`src/rtl/fir_mac_filter_pkg.sv`:
```
// Shared types and constants for the serial-MAC FIR filter.
package filter_pkg;

  typedef enum logic [1:0] {
    IDLE,
    MAC,
    ROUND,
    OUT
  } fir_state_t;

  localparam logic signed [15:0] SAT_MAX = 16'sh7FFF;
  localparam logic signed [15:0] SAT_MIN = 16'sh8000;

  function automatic int unsigned idx_width(input int unsigned taps);
    return (taps > 1) ? $clog2(taps) : 1;
  endfunction

endpackage

```
`src/rtl/fir_mac_filter_if.sv`:
```
// Sample-in, coefficient-write and result-out handshake bundle for fir_mac_filter.
interface fir_mac_filter_if #(
  parameter int unsigned TAPS = 16
);
  import filter_pkg::*;

  localparam int unsigned IDX_W = idx_width(TAPS);

  logic signed [15:0] i_sample;
  logic               i_sample_valid;
  logic               o_sample_ready;
  logic               i_coef_we;
  logic [IDX_W-1:0]   i_coef_addr;
  logic signed [15:0] i_coef_data;
  logic signed [15:0] o_result;
  logic               o_result_valid;
  logic               i_result_ready;

  modport master (
    output i_sample, i_sample_valid, i_coef_we, i_coef_addr, i_coef_data, i_result_ready,
    input  o_sample_ready, o_result, o_result_valid
  );

  modport slave (
    input  i_sample, i_sample_valid, i_coef_we, i_coef_addr, i_coef_data, i_result_ready,
    output o_sample_ready, o_result, o_result_valid
  );

endinterface

```
`src/rtl/fir_round_sat.sv`:
```
// Round-half-toward-+inf and saturate a wide accumulator to a 16-bit signed sample.
module fir_round_sat
  import filter_pkg::*;
#(
  parameter int unsigned ACC_W     = 36,
  parameter int unsigned COEF_FRAC = 15
) (
  input  logic signed [ACC_W-1:0] i_acc,
  output logic signed [15:0]      o_result
);

  logic signed [ACC_W:0] half;
  logic signed [ACC_W:0] biased;
  logic signed [ACC_W:0] shifted;

  always_comb begin
    half                = '0;
    half[COEF_FRAC-1]   = 1'b1;
    biased              = (ACC_W+1)'(i_acc) + half;
    shifted             = biased >>> COEF_FRAC;
    // In range exactly when every bit above bit 15 matches the sign.
    if ((shifted[ACC_W:15] == '0) || (shifted[ACC_W:15] == '1)) begin
      o_result = shifted[15:0];
    end else if (shifted[ACC_W]) begin
      o_result = SAT_MIN;
    end else begin
      o_result = SAT_MAX;
    end
  end

endmodule

```
`src/rtl/fir_mac_filter.sv`:
```
// Serial-MAC FIR: one sample per handshake, TAPS MACs on a shared multiplier,
// then round/saturate and hold the result until the downstream accepts it.
module fir_mac_filter
  import filter_pkg::*;
#(
  parameter int unsigned TAPS      = 16,
  parameter int unsigned COEF_FRAC = 15
) (
  input logic             i_clk,
  input logic             i_rst_n,
  fir_mac_filter_if.slave bus
);

  localparam int unsigned IDX_W = idx_width(TAPS);
  localparam int unsigned ACC_W = 32 + IDX_W;

  typedef logic signed [15:0] word_t;

  fir_state_t              state_q, state_d;
  word_t                   dline_q [TAPS];
  word_t                   dline_d [TAPS];
  word_t                   coef_q  [TAPS];
  word_t                   coef_d  [TAPS];
  logic [IDX_W-1:0]        wr_ptr_q, wr_ptr_d;
  logic [IDX_W-1:0]        base_q, base_d;
  logic [IDX_W-1:0]        k_q, k_d;
  logic signed [ACC_W-1:0] acc_q, acc_d;
  word_t                   result_q, result_d;
  logic                    result_valid_q, result_valid_d;

  logic [IDX_W-1:0]        rd_idx;
  logic signed [31:0]      product;
  word_t                   rounded;

  fir_round_sat #(
    .ACC_W     (ACC_W),
    .COEF_FRAC (COEF_FRAC)
  ) u_round_sat (
    .i_acc    (acc_q),
    .o_result (rounded)
  );

  always_comb begin
    state_d        = state_q;
    dline_d        = dline_q;
    coef_d         = coef_q;
    wr_ptr_d       = wr_ptr_q;
    base_d         = base_q;
    k_d            = k_q;
    acc_d          = acc_q;
    result_d       = result_q;
    result_valid_d = result_valid_q;

    // Newest sample sits at base; tap k walks backwards through the circular line.
    rd_idx  = base_q - k_q;
    product = 32'(dline_q[rd_idx]) * 32'(coef_q[k_q]);

    case (state_q)
      IDLE: begin
        if (bus.i_coef_we) begin
          coef_d[bus.i_coef_addr] = bus.i_coef_data;
        end
        if (bus.i_sample_valid) begin
          dline_d[wr_ptr_q] = bus.i_sample;
          base_d            = wr_ptr_q;
          wr_ptr_d          = wr_ptr_q + IDX_W'(1);
          acc_d             = '0;
          k_d               = '0;
          state_d           = MAC;
        end
      end
      MAC: begin
        acc_d = acc_q + ACC_W'(product);
        k_d   = k_q + IDX_W'(1);
        if (k_q == IDX_W'(TAPS - 1)) begin
          state_d = ROUND;
        end
      end
      ROUND: begin
        result_d       = rounded;
        result_valid_d = 1'b1;
        state_d        = OUT;
      end
      OUT: begin
        if (bus.i_result_ready) begin
          result_valid_d = 1'b0;
          state_d        = IDLE;
        end
      end
      default: state_d = IDLE;
    endcase
  end

  always_ff @(posedge i_clk or negedge i_rst_n) begin
    if (!i_rst_n) begin
      state_q        <= IDLE;
      dline_q        <= '{default: '0};
      coef_q         <= '{default: '0};
      wr_ptr_q       <= '0;
      base_q         <= '0;
      k_q            <= '0;
      acc_q          <= '0;
      result_q       <= '0;
      result_valid_q <= 1'b0;
    end else begin
      state_q        <= state_d;
      dline_q        <= dline_d;
      coef_q         <= coef_d;
      wr_ptr_q       <= wr_ptr_d;
      base_q         <= base_d;
      k_q            <= k_d;
      acc_q          <= acc_d;
      result_q       <= result_d;
      result_valid_q <= result_valid_d;
    end
  end

  assign bus.o_sample_ready = (state_q == IDLE);
  assign bus.o_result       = result_q;
  assign bus.o_result_valid = result_valid_q;

endmodule
```
`src/flat_wrapper.sv`:
```
// flat-port wrapper written by rule: the top's interface ports become plain ports
module fir_mac_filter_flat import filter_pkg::*;
#(
  parameter int unsigned TAPS      = 16,
  parameter int unsigned COEF_FRAC = 15
)
  (i_clk, i_rst_n, bus_i_sample, bus_i_sample_valid, bus_i_coef_we, bus_i_coef_addr, bus_i_coef_data, bus_i_result_ready, bus_o_sample_ready, bus_o_result, bus_o_result_valid);
  fir_mac_filter_if #(.TAPS(TAPS)) bus_i ();
  input logic i_clk;
  input logic i_rst_n;
  input wire logic [$bits(bus_i.i_sample)-1:0] bus_i_sample;
  input wire logic [$bits(bus_i.i_sample_valid)-1:0] bus_i_sample_valid;
  input wire logic [$bits(bus_i.i_coef_we)-1:0] bus_i_coef_we;
  input wire logic [$bits(bus_i.i_coef_addr)-1:0] bus_i_coef_addr;
  input wire logic [$bits(bus_i.i_coef_data)-1:0] bus_i_coef_data;
  input wire logic [$bits(bus_i.i_result_ready)-1:0] bus_i_result_ready;
  output wire logic [$bits(bus_i.o_sample_ready)-1:0] bus_o_sample_ready;
  output wire logic [$bits(bus_i.o_result)-1:0] bus_o_result;
  output wire logic [$bits(bus_i.o_result_valid)-1:0] bus_o_result_valid;
  assign bus_i.i_sample = bus_i_sample;
  assign bus_i.i_sample_valid = bus_i_sample_valid;
  assign bus_i.i_coef_we = bus_i_coef_we;
  assign bus_i.i_coef_addr = bus_i_coef_addr;
  assign bus_i.i_coef_data = bus_i_coef_data;
  assign bus_i.i_result_ready = bus_i_result_ready;
  assign bus_o_sample_ready = bus_i.o_sample_ready;
  assign bus_o_result = bus_i.o_result;
  assign bus_o_result_valid = bus_i.o_result_valid;
  fir_mac_filter #(.TAPS(TAPS), .COEF_FRAC(COEF_FRAC)) u_core (.i_clk(i_clk), .i_rst_n(i_rst_n), .bus(bus_i));
endmodule
```
`config.mk`:
```
export PLATFORM = sky130hd
export DESIGN_NAME = fir_mac_filter_flat
export DESIGN_NICKNAME = d
export VERILOG_FILES = /design/src/rtl/fir_mac_filter_pkg.sv /design/src/rtl/fir_mac_filter_if.sv /design/src/rtl/fir_round_sat.sv /design/src/rtl/fir_mac_filter.sv /design/src/flat_wrapper.sv
export SDC_FILE = /design/constraint.sdc
export NUM_CORES = 2
export LEC_CHECK = 0
export ABC_AREA = 1
export CORE_UTILIZATION = 35
export DETAILED_ROUTE_END_ITERATION = 16
export PLACE_DENSITY = 0.52
export RECOVER_POWER = 50
export SLEW_MARGIN = 20
export SYNTH_ARGS = -nofsm -noshare
export SYNTH_HDL_FRONTEND = slang
export SYNTH_HIERARCHICAL = 1
export SYNTH_SLANG_ARGS = --single-unit
```
`constraint.sdc`:
```
create_clock -name i_clk -period 15.65 [get_ports i_clk]
set_clock_uncertainty 0.1 [all_clocks]
set_input_delay 2.3475 -clock i_clk [delete_from_list [all_inputs] [get_ports i_clk]]
set_output_delay 2.3475 -clock i_clk [all_outputs]
set_load 0.03 [all_outputs]
```
==> impl_metrics.tcl <==
set metrics [dict create \
    status "finished, violations left" \
    violated_checks "max-capacitance violations, max-slew violations" \
    synthesis.nets 5111 \
    synth-simple-area-share_pct 18.02 \
    drive_gt1_share_pct 5.079 \
    maxClockFrequency_mhz 91.99 \
    synth.ff_latch_count 579 \
    finalCoreUtilization_pct 38.93 \
    final.period_utilization_pct 69.46 \
    cp_data_arrival_time_ns 11.39 \
    root_buffer "sky130_fd_sc_hd__clkbuf_16" \
    routed_wirelength_um 112700 \
    final_net_count 5038 \
    gpl.final_weighted_congestion 0.9325 \
    antenna-diode-count 0 \
    worstSetupStartpoint "i_rst_n" \
    die_area_mm2 0.1121 \
    cpLargestDelayFamily "buffers and inverters" \
    via_count_of_the_first_global_routing_pass 30600 \
    final.min_clock_period_ns 10.87 \
    instances_no_fill 6083 \
    postRouteAntennaNets 0 \
    netlist-cell-type-count 56 \
    critical_path.endpoint_type "asynchronous set/reset pin" \
    pin_count_of_the_biggest_net_entering_global_routing 166 \
    synth_xor_area_share_pct 0.6133 \
    synth.top_cells.by_area "sky130_fd_sc_hd__dfrtp_1 37%, sky130_fd_sc_hd__fa_1 16%, sky130_fd_sc_hd__nand2_1 14%, sky130_fd_sc_hd__o21ai_0 7.6%, sky130_fd_sc_hd__inv_1 5.2%" \
    critical_path.max_stage_delay_ns 3.99 \
    post_cts.repair.setup_buffers 0 \
    post_synth_fa_ha_maj_area_fraction_pct 20.16 \
    drt_iter0_drc 2375 \
    buffer_levels_on_the_longest_clock_path 3 \
    num_vias 30490 \
    grt_setup_unrepaired "false" \
    synth_edf_count 0 \
    worst-slew-pin-transition_ns 5.842 \
    drt_drc_violations_left 0 \
    cts.hold.buffers_added 0 \
    regToRegSetupSlack_ns 6.35 \
    muxShareOfSynthArea_pct 0.6456 \
    worst_slew_margin_rel_pct -289.4 \
    numClockSinks 579 \
    cts.reportedPaths.clkPinSlew_ns 0.06 \
    final-max-slew-violation-count 707 \
    drt_pre_antenna_iters 6 \
    rr_startpoint "u_core/k_q[1]$_DFFE_PN0P_" \
    critical_path.slowest_cell "sky130_fd_sc_hd__clkbuf_1" \
    tritoncts "built" \
    rows 121 \
    syn2layout_area_growth_pct 9.787 \
    chipWidth_um 334.8 \
    yosys.area.top_type "sky130_fd_sc_hd__dfrtp_1" \
    grt_first_pass_wirelength_um 181600 \
    postSynth.topFlopCell "sky130_fd_sc_hd__dfrtp_1" \
    syn_area_mm2 0.03876 \
    min_from "u_core/coef_q[167]$_DFFE_PN0P_" \
    worstSetupStartpointType "primary input" \
    max_cap_viol_count 14 \
    postSynthAreaPerCell_um2 8.363 \
    floorplan.die.height_um 334.8 \
    ios 59 \
    worstPathCellList "clkbuf_1 -> clkbuf_1 -> buf_4 -> buf_4" \
    h-tree-depth 3 \
    dp.final_hpwl_um 76590 \
    setup_viol 0 \
    routed_wire_per_std_cell_um 18.53 \
    dp_cells 5967 \
    setup_total_negative_slack_ns 0 \
    criticalPathCategory "primary input to asynchronous set/reset pin" \
    worst_ep_required_time_ns 16.17 \
    clock_insertion_delay_worst_skew_ns 0.65 \
    drt-vias-per-instance 5.012 \
    grt_antenna_before_repair 0 \
    cts_buffers 69 \
    place.port_buffers 58 \
    post_synth_inst_count 4635 \
    worst-path-buf-inv 4 \
    globalRoute.totalOverflow 0 \
    cts_resized 0 \
    synth_top_area_share_pct 37.38 \
    combinational_family_with_the_most_area_after_synthesis "adder cells" \
    critPathMaxFanout 106 \
    timing_hold_violations_final 0 \
    synth-compound-area-share_pct 14.50 \
    async_flop_share_pct 100.0 \
    grt_util_all_layers_pct 20.78 \
    core_mm2 0.1093 \
    worst_hold_path_type "flip-flop to flip-flop" \
    synth-seq-area-share_pct 37.38 \
    start_util_pct 35.46 \
    ys.warnings.count 6 \
]
-- Yosys cell counts (all sizes together), types with 10 or more instances --
cell,instances
nor2,251
buf,106
a32o,44
xor2,15
clkbuf,155
a22oi,28
mux2,16
a32oi,44
a21oi,200
o21a,13
nand2,1422
dfrtp,579
o21ai,618
xnor2,10
fa,316
inv,547
nor3,11
nand3,81
ha,119
-- sequential cells by signal, indices dropped and copies added (netlist names) --
name and cells:
u_core/dline_q 256, u_core/bus.o_result_valid 1, u_core/k_q 4, u_core/bus.o_result 16, u_core/state_q 2, u_core/base_q 4, u_core/acc_q 36, u_core/wr_ptr_q 4
u_core/coef_q 256
-- final timing paths --
kind                       cells past startpoint                                  end
min in group asynchronous                      1      u_core/dline_q[242]$_DFFE_PN0P_
setup reg to reg                              33         u_core/acc_q[35]$_DFFE_PN0P_
hold / removal                                 2       u_core/coef_q[167]$_DFFE_PN0P_
hold reg to reg                                2       u_core/coef_q[167]$_DFFE_PN0P_
setup / recovery                               4  u_core/bus.o_result[14]$_DFFE_PN0P_
max in group i_clk                            33         u_core/acc_q[35]$_DFFE_PN0P_
-- tightest hold or removal path, stage by stage, from the launching register on --
cell and delay, ns:
sky130_fd_sc_hd__dfrtp_1 0.34, sky130_fd_sc_hd__nand2_1 0.05, sky130_fd_sc_hd__o21ai_0 0.06
-- through the flow --
| stage | hold slack (ns) | setup slack [ns] | instance area [µm²] |
|---|---|---|---|
| final | 0.3795 | 4.779 | 42550 |
| after global routing | 0.3941 | 2.917 | 42550 |
| after CTS | 0.3817 | 6.437 | 42660 |
| after detailed placement | 0.3678 | 6.459 | 40390 |
| after global placement | 0.3613 | 6.412 | 40390 |
| after floorplan | 0.3478 | 8.495 | 38760 |
-- final cells by class --
class / count / area (µm²)
timing repair buffer: 117 / 958.4
fill: 11430 / 66750
tap: 1476 / 1847
clock buffer: 100 / 1996
clock inverter: 16 / 281.5
multi-input combinational: 3246 / 20910
inverter: 549 / 2074
sequential: 579 / 14490
-- kinds of logic after synthesis --
group                      Yosys count
buffers and inverters              810
xor gates and xnor gates            25
adders and majority gates          435
DFF                                579
muxes                               23
and+or+nand+nor                   1784
AOI/OAI and AO/OA                  979
-- layout by cell type (no fill, tap or decap), drive strengths merged, types with 2 or more instances in the layout --
cell / Yosys / routed
nand3b: 3 / 3
ha: 119 / 119
and2: 3 / 3
o211ai: 2 / 2
clkinv: 2 / 13
xnor2: 10 / 10
mux2: 16 / 16
o21ai: 618 / 618
dfrtp: 579 / 579
clkdlybuf4s50: 0 / 54
nand2: 1422 / 1422
a22oi: 28 / 28
nand4: 9 / 9
o22ai: 3 / 3
nand3: 81 / 81
fa: 316 / 316
o221ai: 3 / 3
a31oi: 9 / 9
dlygate4sd3: 0 / 3
a21o: 4 / 4
xor2: 15 / 15
o21bai: 3 / 3
bufinv: 0 / 5
or2: 4 / 4
inv: 547 / 547
o21a: 13 / 13
a22o: 5 / 5
nor2: 251 / 251
mux2i: 7 / 7
clkbuf: 155 / 117
a21oi: 200 / 200
a32o: 44 / 44
nor3: 11 / 11
buf: 106 / 43
a32oi: 44 / 44
-- routing by layer --
layer  track usage, %  part of all wire (%)  wire length, µm
met4            5.275                   2.3             2540
met1            29.57                    47            52600
met3            2.938                   4.9             5562
met5                0                     0                0
met2            33.17                    46            52020
Power is left out: the tool's default activity adds up to more than one toggle a clock period on the data nets, which glitch-free logic cannot reach.
